--- config.mk ---
export PLATFORM = sky130hd
export DESIGN_NAME = fc_result_writer
export DESIGN_NICKNAME = d
export VERILOG_FILES = /design/src/rtl/fc_result_writer.sv
export SDC_FILE = /design/constraint.sdc
export NUM_CORES = 1
export LEC_CHECK = 0
export BUFFER_PORTS_ARGS = -buffer_cell sky130_fd_sc_hd__buf_2
export CAP_MARGIN = 25
export CORE_UTILIZATION = 40
export DETAILED_ROUTE_END_ITERATION = 12
export PLACE_DENSITY = 0.64
export RECOVER_POWER = 25
export SYNTH_ARGS = -nofsm -noshare
export SYNTH_HDL_FRONTEND = slang
export SYNTH_SLANG_ARGS = --single-unit
--- constraint.sdc ---
create_clock -name clk -period 6.3 [get_ports clk]
set_input_delay 0 -clock clk [delete_from_list [all_inputs] [get_ports clk]]
set_output_delay 0 -clock clk [all_outputs]
set_load 0.01 [all_outputs]
--- src/rtl/fc_result_writer.sv ---
// fc_result_writer: result stage of the 8-core fully-connected data mover.
// Each accepted beat of eight signed results is requantized to 8 bits,
// packed into two 32-bit words and queued in a small FIFO. The FIFO is
// drained into the output BRAM one word per cycle (word0 at 2k, word1 at
// 2k+1). Status (idle/busy/done/overflow) goes to the control register block.
// Optional feature macro: RELU_EN (negative results quantize to zero).
// DWIDTH must be 32 so that four 8-bit codes fill one BRAM word.

module fc_result_writer #(
    parameter int CNT_BIT    = 31,
    parameter int DWIDTH     = 32,
    parameter int AWIDTH     = 12,
    parameter int SHIFT      = 8,
    parameter int FIFO_DEPTH = 8
) (
    input  logic               clk,
    input  logic               reset_n,
    input  logic               i_run,
    input  logic [CNT_BIT-1:0] i_num_cnt,
    input  logic               i_valid,
    input  logic [DWIDTH-1:0]  i_result_0,
    input  logic [DWIDTH-1:0]  i_result_1,
    input  logic [DWIDTH-1:0]  i_result_2,
    input  logic [DWIDTH-1:0]  i_result_3,
    input  logic [DWIDTH-1:0]  i_result_4,
    input  logic [DWIDTH-1:0]  i_result_5,
    input  logic [DWIDTH-1:0]  i_result_6,
    input  logic [DWIDTH-1:0]  i_result_7,
    output logic               o_idle,
    output logic               o_busy,
    output logic               o_done,
    output logic               o_overflow,
    output logic [AWIDTH-1:0]  addr_o,
    output logic               ce_o,
    output logic               we_o,
    output logic [DWIDTH-1:0]  d_o
);

    localparam int PTR_W = $clog2(FIFO_DEPTH);
    localparam int OCC_W = PTR_W + 1;

    localparam logic signed [DWIDTH-1:0] Q_MAX_C = DWIDTH'(127);
    localparam logic signed [DWIDTH-1:0] Q_MIN_C = ~Q_MAX_C;   // -128

    typedef enum logic [1:0] {
        S_IDLE = 2'b00,
        S_RUN  = 2'b01,
        S_DONE = 2'b10
    } state_t;

    // Requantize one result: arithmetic shift, then clamp to an 8-bit code.
    function automatic logic [7:0] quant8(input logic [DWIDTH-1:0] x);
        logic signed [DWIDTH-1:0] y;
        y = $signed(x) >>> SHIFT;
`ifdef RELU_EN
        if (x[DWIDTH-1]) begin
            return 8'h00;
        end else if (y > Q_MAX_C) begin
            return 8'h7F;
        end else begin
            return y[7:0];
        end
`else
        if (y > Q_MAX_C) begin
            return 8'h7F;
        end else if (y < Q_MIN_C) begin
            return 8'h80;
        end else begin
            return y[7:0];
        end
`endif
    endfunction

    state_t                state_r;
    state_t                state_next_s;
    logic [CNT_BIT-1:0]    num_cnt_r;
    logic [CNT_BIT-1:0]    beats_in_r;
    logic                  q_valid_r;
    logic [DWIDTH-1:0]     q_word0_r;
    logic [DWIDTH-1:0]     q_word1_r;
    logic [2*DWIDTH-1:0]   fifo_mem_r [FIFO_DEPTH];
    logic [PTR_W-1:0]      wr_ptr_r;
    logic [PTR_W-1:0]      rd_ptr_r;
    logic [OCC_W-1:0]      fifo_cnt_r;
    logic                  phase_r;      // 1: word1 of the head entry is next
    logic [AWIDTH-1:0]     wr_addr_r;    // running word counter, wraps
    logic                  idle_s;
    logic                  busy_s;
    logic                  done_s;

    logic                  start_s;
    logic                  beat_s;
    logic                  fifo_full_s;
    logic                  fifo_empty_s;
    logic                  pop_s;
    logic                  push_s;
    logic                  drop_s;
    logic                  run_end_s;
    logic [2*DWIDTH-1:0]   head_s;

    assign start_s      = (state_r == S_IDLE) && i_run;
    assign beat_s       = (state_r == S_RUN) && i_valid && (beats_in_r < num_cnt_r);
    assign fifo_full_s  = (fifo_cnt_r == OCC_W'(FIFO_DEPTH));
    assign fifo_empty_s = (fifo_cnt_r == {OCC_W{1'b0}});
    // The word1 write is the pop; it is only ever scheduled on a non-empty FIFO.
    assign pop_s        = phase_r;
    // A full FIFO still accepts a push on the edge that pops it.
    assign push_s       = q_valid_r && (!fifo_full_s || pop_s);
    assign drop_s       = q_valid_r && fifo_full_s && !pop_s;
    assign run_end_s    = (beats_in_r == num_cnt_r) && !q_valid_r && fifo_empty_s && !phase_r;
    assign head_s       = fifo_mem_r[rd_ptr_r];

    // State register.
    always_ff @(posedge clk or negedge reset_n) begin
        if (!reset_n) begin
            state_r <= S_IDLE;
        end else begin
            state_r <= state_next_s;
        end
    end

    // Next-state logic: run on start pulse, finish when everything has drained.
    always_comb begin
        state_next_s = state_r;
        case (state_r)
            S_IDLE: begin
                if (i_run) begin
                    state_next_s = S_RUN;
                end else begin
                    state_next_s = S_IDLE;
                end
            end
            S_RUN: begin
                if (run_end_s) begin
                    state_next_s = S_DONE;
                end else begin
                    state_next_s = S_RUN;
                end
            end
            S_DONE:  state_next_s = S_IDLE;
            default: state_next_s = S_IDLE;
        endcase
    end

    // Status decode from the next state so the registered flags track state_r.
    always_comb begin
        idle_s = 1'b0;
        busy_s = 1'b0;
        done_s = 1'b0;
        case (state_next_s)
            S_IDLE:  idle_s = 1'b1;
            S_RUN:   busy_s = 1'b1;
            S_DONE:  done_s = 1'b1;
            default: idle_s = 1'b1;
        endcase
    end

    // Registered status outputs, including the sticky overflow flag.
    always_ff @(posedge clk or negedge reset_n) begin
        if (!reset_n) begin
            o_idle     <= 1'b1;
            o_busy     <= 1'b0;
            o_done     <= 1'b0;
            o_overflow <= 1'b0;
        end else begin
            o_idle <= idle_s;
            o_busy <= busy_s;
            o_done <= done_s;
            if (start_s) begin
                o_overflow <= 1'b0;
            end else if (drop_s) begin
                o_overflow <= 1'b1;
            end else begin
                o_overflow <= o_overflow;
            end
        end
    end

    // Beat accounting: latch the run length, count accepted beats (dropped ones too).
    always_ff @(posedge clk or negedge reset_n) begin
        if (!reset_n) begin
            num_cnt_r  <= {CNT_BIT{1'b0}};
            beats_in_r <= {CNT_BIT{1'b0}};
        end else if (start_s) begin
            num_cnt_r  <= i_num_cnt;
            beats_in_r <= {CNT_BIT{1'b0}};
        end else if (beat_s) begin
            beats_in_r <= beats_in_r + CNT_BIT'(1);
        end else begin
            beats_in_r <= beats_in_r;
        end
    end

    // Quant stage: requantize and pack one accepted beat.
    always_ff @(posedge clk or negedge reset_n) begin
        if (!reset_n) begin
            q_valid_r <= 1'b0;
            q_word0_r <= {DWIDTH{1'b0}};
            q_word1_r <= {DWIDTH{1'b0}};
        end else if (beat_s) begin
            q_valid_r <= 1'b1;
            q_word0_r <= {quant8(i_result_0), quant8(i_result_1),
                          quant8(i_result_2), quant8(i_result_3)};
            q_word1_r <= {quant8(i_result_4), quant8(i_result_5),
                          quant8(i_result_6), quant8(i_result_7)};
        end else begin
            q_valid_r <= 1'b0;
        end
    end

    // FIFO storage; contents are only meaningful below the occupancy count.
    always_ff @(posedge clk) begin
        if (push_s) begin
            fifo_mem_r[wr_ptr_r] <= {q_word0_r, q_word1_r};
        end else begin
            fifo_mem_r[wr_ptr_r] <= fifo_mem_r[wr_ptr_r];
        end
    end

    // FIFO pointers and occupancy.
    always_ff @(posedge clk or negedge reset_n) begin
        if (!reset_n) begin
            wr_ptr_r   <= {PTR_W{1'b0}};
            rd_ptr_r   <= {PTR_W{1'b0}};
            fifo_cnt_r <= {OCC_W{1'b0}};
        end else begin
            if (push_s) begin
                wr_ptr_r <= wr_ptr_r + PTR_W'(1);
            end else begin
                wr_ptr_r <= wr_ptr_r;
            end
            if (pop_s) begin
                rd_ptr_r <= rd_ptr_r + PTR_W'(1);
            end else begin
                rd_ptr_r <= rd_ptr_r;
            end
            case ({push_s, pop_s})
                2'b10:   fifo_cnt_r <= fifo_cnt_r + OCC_W'(1);
                2'b01:   fifo_cnt_r <= fifo_cnt_r - OCC_W'(1);
                default: fifo_cnt_r <= fifo_cnt_r;
            endcase
        end
    end

    // Drain engine: word0 then word1 of the head entry on consecutive cycles.
    always_ff @(posedge clk or negedge reset_n) begin
        if (!reset_n) begin
            phase_r   <= 1'b0;
            wr_addr_r <= {AWIDTH{1'b0}};
            addr_o    <= {AWIDTH{1'b0}};
            ce_o      <= 1'b0;
            we_o      <= 1'b0;
            d_o       <= {DWIDTH{1'b0}};
        end else if (start_s) begin
            phase_r   <= 1'b0;
            wr_addr_r <= {AWIDTH{1'b0}};
            ce_o      <= 1'b0;
            we_o      <= 1'b0;
        end else if (phase_r) begin
            phase_r   <= 1'b0;
            addr_o    <= wr_addr_r;
            d_o       <= head_s[DWIDTH-1:0];
            ce_o      <= 1'b1;
            we_o      <= 1'b1;
            wr_addr_r <= wr_addr_r + AWIDTH'(1);
        end else if (!fifo_empty_s) begin
            phase_r   <= 1'b1;
            addr_o    <= wr_addr_r;
            d_o       <= head_s[2*DWIDTH-1:DWIDTH];
            ce_o      <= 1'b1;
            we_o      <= 1'b1;
            wr_addr_r <= wr_addr_r + AWIDTH'(1);
        end else begin
            ce_o <= 1'b0;
            we_o <= 1'b0;
        end
    end

endmodule

==> impl_metrics.env <==
export IMPL_status="completed"
export IMPL_hold_path_end="num_cnt_r[0]"
export IMPL_final_layout_size_suffix_gt1_frac=0.291
export IMPL_drt_iter0_drc=1169
export IMPL_rr_startpoint="beats_in_r[29]"
export IMPL_hold_ws_ps=14.5
export IMPL_path_cells="ha_1 > nand4_1 > nor4_1 > and4_1 > o41a_1 > or2_4 > buf_12 > o21ai_0 > a21oi_1"
export IMPL_root_buffer="clkbuf_16"
export IMPL_finalCritPeriodShare=0.535
export IMPL_place_congestion=0.827
export IMPL_synth_commonest_cells="edfxtp_1, dfrtp_1, nand2_1"
export IMPL_hp_start="i_run"
export IMPL_p_sw_frac=0.282
export IMPL_clock_sinks=713
export IMPL_r2r_cells=9
export IMPL_drt_vias_per_instance=5.34
export IMPL_synth_yosys_seq_area_share=0.709
export IMPL_grt_pass1_wl_um=104000
export IMPL_h_tree_depth=3
export IMPL_cts_inserted_buffers=77
export IMPL_cpLargestDelayFamily="simple AND/OR/NAND/NOR gates"
export IMPL_fin_cells=3181
export IMPL_drc=0
export IMPL_critPathBufInv=1
export IMPL_final_util=0.497
export IMPL_drt_pass1_iter_count=5
export IMPL_required_ps=6820
export IMPL_final_fill_count=5941
export IMPL_fin_crit_ps=3370
export IMPL_max_freq_mhz=297
export IMPL_first_global_vias=18000
export IMPL_core_mm2=0.0714
export IMPL_dp_cells=2900
export IMPL_grt_usage=0.186
export IMPL_maxSlewHeadroom=0.331
export IMPL_postSynthCellCount=1710
export IMPL_crit_path_end_kind="flip-flop"
export IMPL_yosysWarningCount=0
export IMPL_start_kind="flip-flop"
export IMPL_wl_per_cell_um=21.1
export IMPL_worst_slew_pin_slew_ps=1000
export IMPL_synth_nets=2042
export IMPL_crit_fanout=148
export IMPL_pwr_share_seq=0.452
export IMPL_nets=2497
export IMPL_synth_top_area_cell="edfxtp_1"
export IMPL_clk_latency_ps=620
export IMPL_path_class="reg2reg"
export IMPL_cts_max_path_buffers=3
export IMPL_internal_power_mw=10.6
export IMPL_maxCapViolations=0
export IMPL_fp_dieH_um=270
export IMPL_power_frac_comb=0.238
export IMPL_ys_ff_latch=713
export IMPL_ant_nets=0
export IMPL_slew_violations=0
export IMPL_initial_core_util=0.404
export IMPL_antenna_found_initial=4
export IMPL_ys_flop_type="edfxtp_1"
export IMPL_routed_wl_um=67000
export IMPL_grt_max_degree=149
export IMPL_globalRouteOverflowTotal=0
export IMPL_r2r_end="beats_in_r[14]"
export IMPL_place_hpwl_um=40400
export IMPL_cpPeakStageDelay_ps=490
export IMPL_hold_violations=0
export IMPL_clkTransAtPathRegs_ps=60
export IMPL_fin_skew_ps=19.4
export IMPL_power_per_cell_area_mw_per_mm2=418
export IMPL_rsz0062_at_grt="no"
export IMPL_area_growth_synth_to_final_pct=23.2
export IMPL_yosysMostFrequentCell="edfxtp_1"
export IMPL_worstHoldPathCells=4
export IMPL_async_flop_share=0.282
export IMPL_cts_tree="built"
export IMPL_vdd_drop_max_mv=0.230
export IMPL_syn_area_mm2=0.0288
export IMPL_synth_area_leaders="edfxtp_1, dfrtp_1, mux4_2"
export IMPL_tns_ps=0
export IMPL_die_w_um=270
export IMPL_cpMaxStageDelayCell="buf_12"
export IMPL_fp_row_count=98
export IMPL_synth_edf_count=512
export IMPL_io_pins=341
export IMPL_setup_viol_count_final=0
export IMPL_power_leakage_nw=13.1
export IMPL_port_buffers=276
export IMPL_synth_cell_type_count=55
export IMPL_p_switching_mw=4.18
export IMPL_synth_area_per_cell_um2=16.8
export IMPL_vias=17000
export IMPL_power_mw=14.8
export IMPL_critPathArrivalTime_ps=3890
export IMPL_postCtsResizedCells=0
export IMPL_hold_path_class="in2reg"
export IMPL_fp_dieArea_mm2=0.0731
export IMPL_yosysTopAreaCellShare=0.534
export IMPL_pwr_share_clk=0.309
export IMPL_rrSetupSlack_ps=2930
-- stage by stage --
step / instance area (µm²) / setup WS (ps)
after floorplan: 28800 / 1190
after global placement: 31500 / 2560
after detailed placement: 31500 / 2510
after CTS: 35400 / 2480
after global routing: 35500 / 2670
final: 35500 / 2930
-- cell usage in the layout, fill, tap and decap left out, types with 5 or more instances in the layout --
cell,n
clkbuf_8,8
mux4_2,160
clkinv_2,12
o31ai_1,5
dlygate4sd3_1,134
clkbuf_16,79
nor2_1,32
xnor2_1,16
clkbuf_1,12
clkinv_1,16
bufinv_16,8
or3_1,10
xor2_1,7
nand4_1,52
buf_2,275
buf_4,35
nand2_1,182
nor2_4,6
a41oi_1,8
nor4_1,36
o41ai_1,6
inv_1,43
a21oi_1,33
a21o_1,5
nor3_1,7
nand3b_1,5
dfrtp_1,196
o21ai_0,157
and3_1,8
mux2_2,34
edfxtp_1,512
and4_1,6
or4_1,6
nand3_1,21
ha_1,40
-- what timing repair did --
action                     CTS  global route
hold endpoints to repair   184             0
setup endpoints to repair    0             0
setup buffers                0             0
hold buffers               134             0
-- power groups by stage --
| stage | sequential, mW | combinational, mW | clock, mW |
|---|---|---|---|
| after detailed placement | 6.87 | 3.48 | 0 |
| after global routing | 6.83 | 3.85 | 4.87 |
| final | 6.71 | 3.53 | 4.59 |
| after CTS | 6.77 | 3.56 | 4.69 |
| after floorplan | 6.52 | 2.57 | 0 |
| after global placement | 6.80 | 3.41 | 0 |
-- cell type report --
cell class / instances / area, µm² / share of cell area
antenna: 1 / 2.50 / 0.0000705
clock buffer: 99 / 2130 / 0.0601
clock inverter: 45 / 497 / 0.0140
inverter: 45 / 169 / 0.00476
multi-input combinational: 879 / 8000 / 0.225
sequential: 713 / 20400 / 0.575
tap: 950 / 1190 / 0.0335
timing repair buffer: 449 / 3080 / 0.0869
-- worst register-to-register path, delay by kind of cell, from the launching register on --
kind,cells,cell delay (ps)
adder cells (fa/ha/maj),1,320
AO/OA/AOI/OAI,3,860
buffers and inverters,1,490
AND/OR/NAND/NOR,4,1220
flip-flops,1,400
-- cells by family (layout without fill, tap and decap cells) --
kind of cell,Yosys count,after routing,share of synthesized area
buf+inv,118,638,0.0168
simple gates,389,389,0.0655
fa+ha+maj,41,41,0.0181
other cells,0,1,0
compound gates,228,228,0.0443
mux,198,198,0.140
flops,713,713,0.709
xor+xnor,23,23,0.00699
-- routing by layer --
layer / share of wire / vias to the layer above / global-route usage / routed length, µm
met5: 0.00030 / - / 0 / 20
met4: 0.020 / 4 / 0.0456 / 1360
met3: 0.057 / 111 / 0.0361 / 3820
met2: 0.51 / 447 / 0.321 / 33900
met1: 0.42 / 8724 / 0.242 / 27900
li1: - / 7688 / - / -
-- worst max-delay path by stage --
| stage | to | cells after the start | slack (ps) | startpoint |
|---|---|---|---|---|
| 3_3_place_gp | fifo_mem_r[2][19] | 6 | 2560 | phase_r |
| 3_5_place_dp | fifo_mem_r[2][9] | 6 | 2510 | phase_r |
| 4_1_cts | fifo_mem_r[2][47] | 6 | 2480 | phase_r |
| 2_1_floorplan | fifo_mem_r[2][0] | 7 | 1190 | phase_r |
| 6_report | beats_in_r[14] | 9 | 2930 | beats_in_r[29] |
| 5_1_grt | beats_in_r[17] | 9 | 2670 | beats_in_r[29] |
-- registers in the layout (all words and copies together), names as in the netlist, 2 cells and up --
signal	flops
fifo_cnt_r	4
wr_ptr_r	3
fifo_mem_r	512
d_o	32
addr_o	12
num_cnt_r	31
q_word0_r	32
state_r	2
rd_ptr_r	3
wr_addr_r	12
q_word1_r	32
beats_in_r	31
No activity file was read; power rests on OpenSTA's default activity.
